[config.mk]
export PLATFORM = sky130hd
export DESIGN_NAME = cmp_sort4_ctrl
export DESIGN_NICKNAME = d
export VERILOG_FILES = /design/src/rtl/cmp_sort4_ctrl.sv
export SDC_FILE = /design/constraint.sdc
export NUM_CORES = 1
export LEC_CHECK = 0
export ABC_CLOCK_PERIOD_IN_PS = 2600
export CAP_MARGIN = 20
export CORE_UTILIZATION = 40
export DETAILED_ROUTE_END_ITERATION = 10
export PLACE_DENSITY = 0.69
export SLEW_MARGIN = 25
export SYNTH_ARGS = -nofsm -noshare
export SYNTH_HDL_FRONTEND = slang
export SYNTH_SLANG_ARGS = --single-unit
[constraint.sdc]
create_clock -name clk -period 2.6 [get_ports clk]
set_input_delay 0.26 -clock clk [delete_from_list [all_inputs] [get_ports clk]]
set_output_delay 0.26 -clock clk [all_outputs]
set_load 0.005 [all_outputs]
[src/rtl/cmp_sort4_ctrl.sv]
// cmp_sort4_ctrl: sorts four nibbles with one shared 4-bit magnitude comparator, one compare-and-swap per clock.
// Optional CMP_SORT_EARLY_EXIT_EN ends the sort after the first pass that makes no swaps.

module cmp4_mag (
  input  logic [3:0] i_x,
  input  logic [3:0] i_y,
  output logic       o_x_gt_y,
  output logic       o_x_lt_y,
  output logic       o_x_eq_y
);
  assign o_x_gt_y = (i_x > i_y);
  assign o_x_lt_y = (i_x < i_y);
  assign o_x_eq_y = (i_x == i_y);
endmodule

module cmp_sort4_ctrl (
  input  logic        clk,
  input  logic        rst_n,
  input  logic        start,
  input  logic        desc,
  input  logic [15:0] data_in,
  output logic [15:0] data_out,
  output logic        busy,
  output logic        done,
  output logic [2:0]  swap_cnt
);

  typedef enum logic [1:0] {
    S_IDLE = 2'd0,
    S_CMP  = 2'd1,
    S_DONE = 2'd2
  } state_t;

  state_t          r_state;
  logic [3:0][3:0] r_elem;
  logic            r_desc;
  logic [1:0]      r_p;
  logic [1:0]      r_k;
  logic [2:0]      r_swap_cnt;
  logic            r_busy;
  logic            r_done;
`ifdef CMP_SORT_EARLY_EXIT_EN
  logic            r_swap_flag;
`endif

  logic [1:0] w_k_next;
  logic [3:0] w_a;
  logic [3:0] w_b;
  logic       w_gt;
  logic       w_lt;
  logic       w_eq;
  logic       w_swap;
  logic       w_pass_end;
  logic       w_sort_end;

  assign w_k_next = r_k + 2'd1;
  assign w_a      = r_elem[r_k];
  assign w_b      = r_elem[w_k_next];

  cmp4_mag u_cmp (
    .i_x      (w_a),
    .i_y      (w_b),
    .o_x_gt_y (w_gt),
    .o_x_lt_y (w_lt),
    .o_x_eq_y (w_eq)
  );

  // Equal operands never swap, which keeps the sort stable.
  assign w_swap     = !w_eq && (r_desc ? w_lt : w_gt);
  assign w_pass_end = (r_k == (2'd2 - r_p));

`ifdef CMP_SORT_EARLY_EXIT_EN
  assign w_sort_end = w_pass_end && ((r_p == 2'd2) || !(r_swap_flag || w_swap));
`else
  assign w_sort_end = w_pass_end && (r_p == 2'd2);
`endif

  // NOTE: sequential state uses non-blocking assignments so every register samples pre-edge values.
  always_ff @(posedge clk) begin
    if (!rst_n) begin
      r_state     <= S_IDLE;
      // NOTE: element registers are reset because data_out must read zero after reset.
      r_elem      <= '0;
      r_desc      <= 1'b0;
      r_p         <= 2'd0;
      r_k         <= 2'd0;
      r_swap_cnt  <= 3'd0;
      r_busy      <= 1'b0;
      r_done      <= 1'b0;
`ifdef CMP_SORT_EARLY_EXIT_EN
      r_swap_flag <= 1'b0;
`endif
    end else begin
      case (r_state)
        S_IDLE: begin
          if (start) begin
            r_elem      <= data_in;
            r_desc      <= desc;
            r_p         <= 2'd0;
            r_k         <= 2'd0;
            r_swap_cnt  <= 3'd0;
            r_busy      <= 1'b1;
            r_state     <= S_CMP;
`ifdef CMP_SORT_EARLY_EXIT_EN
            r_swap_flag <= 1'b0;
`endif
          end
        end
        S_CMP: begin
          if (w_swap) begin
            r_elem[r_k]      <= w_b;
            r_elem[w_k_next] <= w_a;
            r_swap_cnt       <= r_swap_cnt + 3'd1;
          end
          if (w_pass_end) begin
            r_p         <= r_p + 2'd1;
            r_k         <= 2'd0;
`ifdef CMP_SORT_EARLY_EXIT_EN
            r_swap_flag <= 1'b0;
`endif
          end else begin
            r_k         <= w_k_next;
`ifdef CMP_SORT_EARLY_EXIT_EN
            r_swap_flag <= r_swap_flag | w_swap;
`endif
          end
          if (w_sort_end) begin
            r_state <= S_DONE;
            r_done  <= 1'b1;
          end
        end
        S_DONE: begin
          r_state <= S_IDLE;
          r_done  <= 1'b0;
          r_busy  <= 1'b0;
        end
        default: begin
          r_state <= S_IDLE;
          r_done  <= 1'b0;
          r_busy  <= 1'b0;
        end
      endcase
    end
  end

  assign data_out = r_elem;
  assign busy     = r_busy;
  assign done     = r_done;
  assign swap_cnt = r_swap_cnt;

endmodule

# After elaboration in Yosys (flattened, before gate mapping)
# Index checks and enable logic that the tools add are counted.
[op_classes]
add_sub_neg = 4
n_mul = 0
div = 0
n_lt_le_gt_ge = 6
eq_ne = 8
shift = 0
n_mux = 29
bitwise_logic = 2
reduce_logical = 14
[op_table]
columns = ["op", "n"]
rows = [
  ["16-bit bitwise mux", 2],
  ["16-bit two-way mux", 2],
  ["16-bit one-hot mux with 2 select lines", 1],
  ["4-bit binary-select mux with 2-bit select", 2],
  ["4-bit demux with 2-bit select", 2],
  ["4-bit two-way mux", 4],
  ["2-bit one-hot mux with 2 select lines", 3],
  ["2-bit two-way mux", 5],
  ["2-bit AND reduction", 5],
  ["2-bit != test, second input constant", 4],
  ["2-bit by 3-bit less-than comparator with 1-bit output, second input constant", 2],
  ["3-bit two-way mux", 2],
  ["3-bit one-hot mux with 2 select lines", 1],
  ["3-bit AND reduction", 2],
  ["2-bit by 1-bit adder with 2-bit output, second input constant", 2],
  ["4-bit equality test", 1],
  ["2-bit by 1-bit >= comparator with 1-bit output, second input constant", 2],
  ["4-bit > comparator", 1],
  ["1-bit logical AND", 4],
  ["4-bit less-than comparator", 1],
  ["1-bit one-hot mux with 2 select lines", 2],
  ["3-bit by 1-bit adder with 3-bit output, second input constant", 1],
  ["1-bit two-way mux", 3],
  ["2-bit by 1-bit equality test with 1-bit output, second input constant", 1],
  ["7 further kinds", 8],
]
[word_totals]
regBits = 28
latch_bits = 0
ramBits = 0
mem_bits_ro = 0
in_bits = 20
n_memories = 0

# Logic depth before layout (Yosys ltp)
[depth]
ltp_word = 8
ltp_mapped = 12
ltp_nobuf = 11

# Hierarchy
# A second synthesis with hierarchy kept.
[unflattened]
cells_unflattened = 197
hier_area_um2 = 1896.8
[modules_own_cells]
columns = ["module", "instances", "cells_each", "area_per_inst_um2", "seq_area_each_um2"]
rows = [
  ["cmp_sort4_ctrl", 1, 181, 1767.9, 560.5],
  ["cmp4_mag", 1, 16, 128.9, 0.0],
]

# Worst setup path after synthesis
# Ideal clock, no wire load.
[synth_path]
kind = "register to register"
startpoint = "reg r_k[0]"
endpoint = "reg r_swap_cnt[2], in the netlist swap_cnt[2]"
setup_time_ns = 0.086
t_arrival_ns = 2.780
required_time_ns = 2.514
setup_slack_ns = -0.266
path_stages_with_launch = 13
synth_period_minus_slack_ns = 2.866
path_cell_list = "dfxtp_1 buf_6 inv_1 ha_1 mux4_1 inv_1 ha_1 nor2b_1 o211ai_1 nand2_1 xnor2_1 or4_1 a211oi_1"
[synth_via]
elab_chain_len = 8
elab_cells_between_ends = 13
[synth_lines]
columns = ["element", "line_no", "source"]
rows = [
  ["start, declared", "38", "logic [1:0] r_k;"],
  ["start signal, assigned", "122", "r_k <= w_k_next;"],
  ["2-bit by 1-bit adder with 2-bit output", "56", "assign w_k_next = r_k + 2'd1;"],
  ["4-bit binary-select mux with 2-bit select", "58", "assign w_b = r_elem[w_k_next];"],
  ["4-bit two-way mux (implied by the code)", "58", ""],
  ["4-bit > comparator, or another cell as far along", "11", "assign o_x_gt_y = (i_x > i_y);"],
  ["1-bit two-way mux or 1-bit logical NOT (tied branches)", "69", "assign w_swap = !w_eq && (r_desc ? w_lt : w_gt);"],
  ["1-bit logical AND *", "69", ""],
  ["2-bit != test (no source line) *", "-", ""],
  ["3-bit AND reduction (no source line) *", "-", ""],
  ["end signal, assigned", "113", "r_swap_cnt <= r_swap_cnt + 3'd1;"],
  ["end, declared", "39", "logic [2:0] r_swap_cnt;"],
]
# Mark *: on every way between the ends. The rest lies on a longest branch, timed or not. The select of a mux whose other input is x is not followed.
# A chain may end at the register's enable or synchronous reset.

# Final worst setup path
[layout_path]
startpoint = "reg r_k[0]"
endpoint = "reg r_elem (netlist bit data_out[10])"
[layout_via]
elab_chain_len = 8
elab_cells_between_ends = 27
[layout_lines]
columns = ["element", "line_no", "source"]
rows = [
  ["2-bit by 1-bit adder with 2-bit output, or another cell as far along", "56", ""],
  ["4-bit binary-select mux with 2-bit select, or another cell as far along", "58", ""],
  ["4-bit two-way mux (implied by the code), or another cell as far along", "58", ""],
  ["4-bit > comparator, or another cell as far along", "11", ""],
  ["1-bit two-way mux, or another cell as far along", "69", ""],
  ["1-bit logical AND or 16-bit bitwise mux (tied branches)", "69, 112", ""],
  ["2-bit != test (no source line) or 16-bit two-way mux (tied branches)", "-", ""],
  ["3-bit AND reduction (no source line) or 16-bit one-hot mux with 2 select lines (tied branches)", "-", ""],
  ["end signal, assigned", "97", "r_elem <= data_in;"],
  ["end signal, assigned by index", "111", "r_elem[r_k] <= w_b;"],
  ["end signal, assigned by index", "112", "r_elem[w_k_next] <= w_a;"],
  ["end, declared", "35", "logic [3:0][3:0] r_elem;"],
]
# Parallel ways exist; a longest one is shown, timed or not. The select of a mux whose other input is x is not followed.

==> metrics.txt <==
arrival time worst endpoint=2.93 ns; Setup crit start kind=register; Worst-path clk slew=0.10 ns; TritonRoute pass-1 iters=7; simple-gate share of the synthesized area=0.217; core outline area=4440 µm²; xor/xnor cell area share of the yosys netlist=0.0140; DR DRC count=4; register bit total from synthesis=28; Syn Nets=245; DIE AREA=4970 µm²; DP HPWL=4090 µm; largest net degree at the start of global routing=28; Clock Tree Buf Depth=2; CP Class=register to register; synthesized area=1880 µm²; Remaining Overflow, GRT=0; Worst Clk Skew=0.00579 ns; slowest CP cell=mux4_1; worst reg2reg path depth=8; Max Freq=369 MHz; Total Routing Usage GR=0.235; Worst Setup End Kind=register; initial antenna violation count=0; gpl congestion=0.908; row count=24; final setup fails=18; Starting Density=0.423; pwr dens=576 nW/µm²; post-layout net count=305; Compound-Gate Fraction of Synth Area=0.150; max_cap viols=0; WL final=5560 µm; status=complete, but fails checks; Ant. Diodes=0; synthesized area per cell=8.74 µm²; Seq/Total Area, Yosys=0.298; measured slew at the worst slew-check pin=0.786 ns; TritonCTS Sinks=28; Total Power=1.48 mW; Unique masters post-synth=34; Vias=1863; Slew HR=0.476; cell family with most CP delay=multiplexers; crit-path max cell delay=0.62 ns; Yosys warning count=0; Worst Hold Depth=1; Max Slew Vio Count=0; WP data required=2.81 ns; Levels on crit path=8; failing checks=DRC, setup timing; crit path buf inv count=1; CP Cell Sequence=mux4_1 > ha_1 > o211ai_1 > buf_4 > a211o_1 > o211a_4 > nor2_4 > mux2i_1; I/O pin count=41; IO buf count=40; vias in the first global route=1747; CTS tree=done; Post-DRT Antenna Nets=0; clk root buf=clkbuf_8; htree depth=1; period utilization=1.04; mux contribution to synthesized area=0.193; initial drt markers=163; cts bufs inserted=3; WL/cell=17.0 µm; Hold WS=0.448 ns; combinational family with the most area after synthesis=simple AND/OR/NAND/NOR gates; RSZ-0062 raised after global routing=yes; vias per cell=5.71; latest clock arrival within the worst-skew pair=0.28 ns; endpoints failing hold=0; Layout area overhead=36.6%; Die W=70.5 µm; P_leak=1.02 nW; chip height=70.5 µm; worst min path class=register to register; first-pass GRT wire length=9020 µm; synthesized-area fraction occupied by adder cells=0.0666; proportion of layout cells with a drive suffix above 1=0.175; Max FO, Critical Path=8; Hold Buf Count CTS=0; post-synthesis cell count=215; final setup margin=-0.114 ns; Peak VDD IR=245 µV; Final Critical Period=2.71 ns; setup_tns=-1.25 ns
report_power, final:
group          switching (mW)  internal [mW]  total (mW)  leakage (nW)
registers              0.0560          0.474       0.530         0.230
logic                   0.304          0.362       0.666         0.759
clock network           0.146          0.136       0.282        0.0288
total                   0.506          0.972        1.48          1.02
layout make-up:
type                       count  area [µm²]
inverter                      11        43.8
fill                         417        1880
timing repair buffer          66         599
multi-input combinational    165        1240
sequential                    28         564
tap                           52        65.1
clock buffer                   4        55.1
worst register-to-register path, delay by kind of cell, from the launching register on:
kind	cells	cell delay [ns]
mux	2	0.86
buf+inv	1	0.16
compound gates	3	0.63
simple gates	1	0.19
flops	1	0.43
fa+ha+maj	1	0.37
metal layers:
metal	vias to the layer above	share of wire	track usage
li1	911	-	-
met1	887	0.45	0.336
met2	56	0.48	0.386
met3	9	0.056	0.0188
met4	0	0.014	0.0522
met5	-	0	0
what timing repair did:
| item | CTS | global route |
|---|---|---|
| buffers inserted | 3 | 2 |
| setup endpoints to repair | 18 | 19 |
| pin swaps | 5 | 4 |
| resized for setup | 5 | 0 |
stage by stage:
stage / cell area, µm² / instances / utilization / worst slack, ns
2_1_floorplan: 1910 / 215 / - / -0.0774
4_1_cts: 2550 / 324 / 0.574 / -0.0521
3_5_place_dp: 2450 / 317 / 0.551 / -0.0882
5_1_grt: 2560 / 326 / 0.577 / -0.238
3_3_place_gp: 2450 / 317 / 0.551 / 0.000697
6_report: 2560 / 326 / 0.577 / -0.114
logic make-up after synthesis:
kind of cell,Yosys count
AO/OA/AOI/OAI,48
flip-flops,28
XOR/XNOR,3
adder cells (fa/ha/maj),10
AND/OR/NAND/NOR,79
buffers and inverters,22
multiplexers,25
sequential cells by signal, indices dropped and copies added, names as in the netlist:
name      cells
busy          1
r_k           2
r_desc        1
done          1
r_p           2
r_state       2
swap_cnt      3
data_out     16
synthesized netlist by cell type (all sizes together):
| cell type | n | area share |
|---|---|---|
| a211oi | 1 | 0.0040 |
| or3 | 16 | 0.053 |
| o22ai | 16 | 0.053 |
| mux2i | 17 | 0.091 |
| and2b | 1 | 0.0040 |
| or4 | 1 | 0.0040 |
| nand4 | 1 | 0.0033 |
| nand2 | 27 | 0.054 |
| o31ai | 1 | 0.0040 |
| inv | 11 | 0.022 |
| buf | 8 | 0.034 |
| nand3 | 7 | 0.019 |
| nand2b | 2 | 0.0067 |
| ha | 10 | 0.067 |
| o21ai | 1 | 0.0027 |
| a31oi | 2 | 0.0067 |
| xor2 | 2 | 0.0093 |
| xnor2 | 1 | 0.0047 |
| a21oi | 23 | 0.061 |
| o211ai | 2 | 0.0080 |
| clkbuf | 3 | 0.0060 |
| dfxtp | 28 | 0.30 |
| nor2b | 1 | 0.0033 |
| and3 | 1 | 0.0033 |
| mux4 | 8 | 0.10 |
| nor2 | 17 | 0.050 |
| nor3 | 3 | 0.0080 |
| o211a | 1 | 0.0053 |
| or2b | 2 | 0.0080 |
| a211o | 1 | 0.0047 |
placed cells by master, fill, tap and decap left out, drive strengths merged, types with 3 or more instances in the layout:
master / n
clkdlybuf4s50: 40
dfxtp: 28
nand2: 27
buf: 26
a21oi: 23
mux2i: 17
nor2: 17
o22ai: 16
or3: 16
inv: 11
ha: 10
mux4: 8
nand3: 7
clkbuf: 4
nor3: 3
final timing paths:
| path | from | to | slack, ns |
|---|---|---|---|
| max | r_k[0]$_SDFFE_PN0P_ | data_out[10]$_SDFFE_PN0P_ | -0.11 |
| min | r_state[1]$_SDFFE_PN0P_ | busy$_SDFFE_PN0P_ | 0.45 |
| max reg2reg | r_k[0]$_SDFFE_PN0P_ | data_out[10]$_SDFFE_PN0P_ | -0.11 |
| min reg2reg | r_state[1]$_SDFFE_PN0P_ | busy$_SDFFE_PN0P_ | 0.45 |
Note: power is estimated with default switching activity, not from simulation.
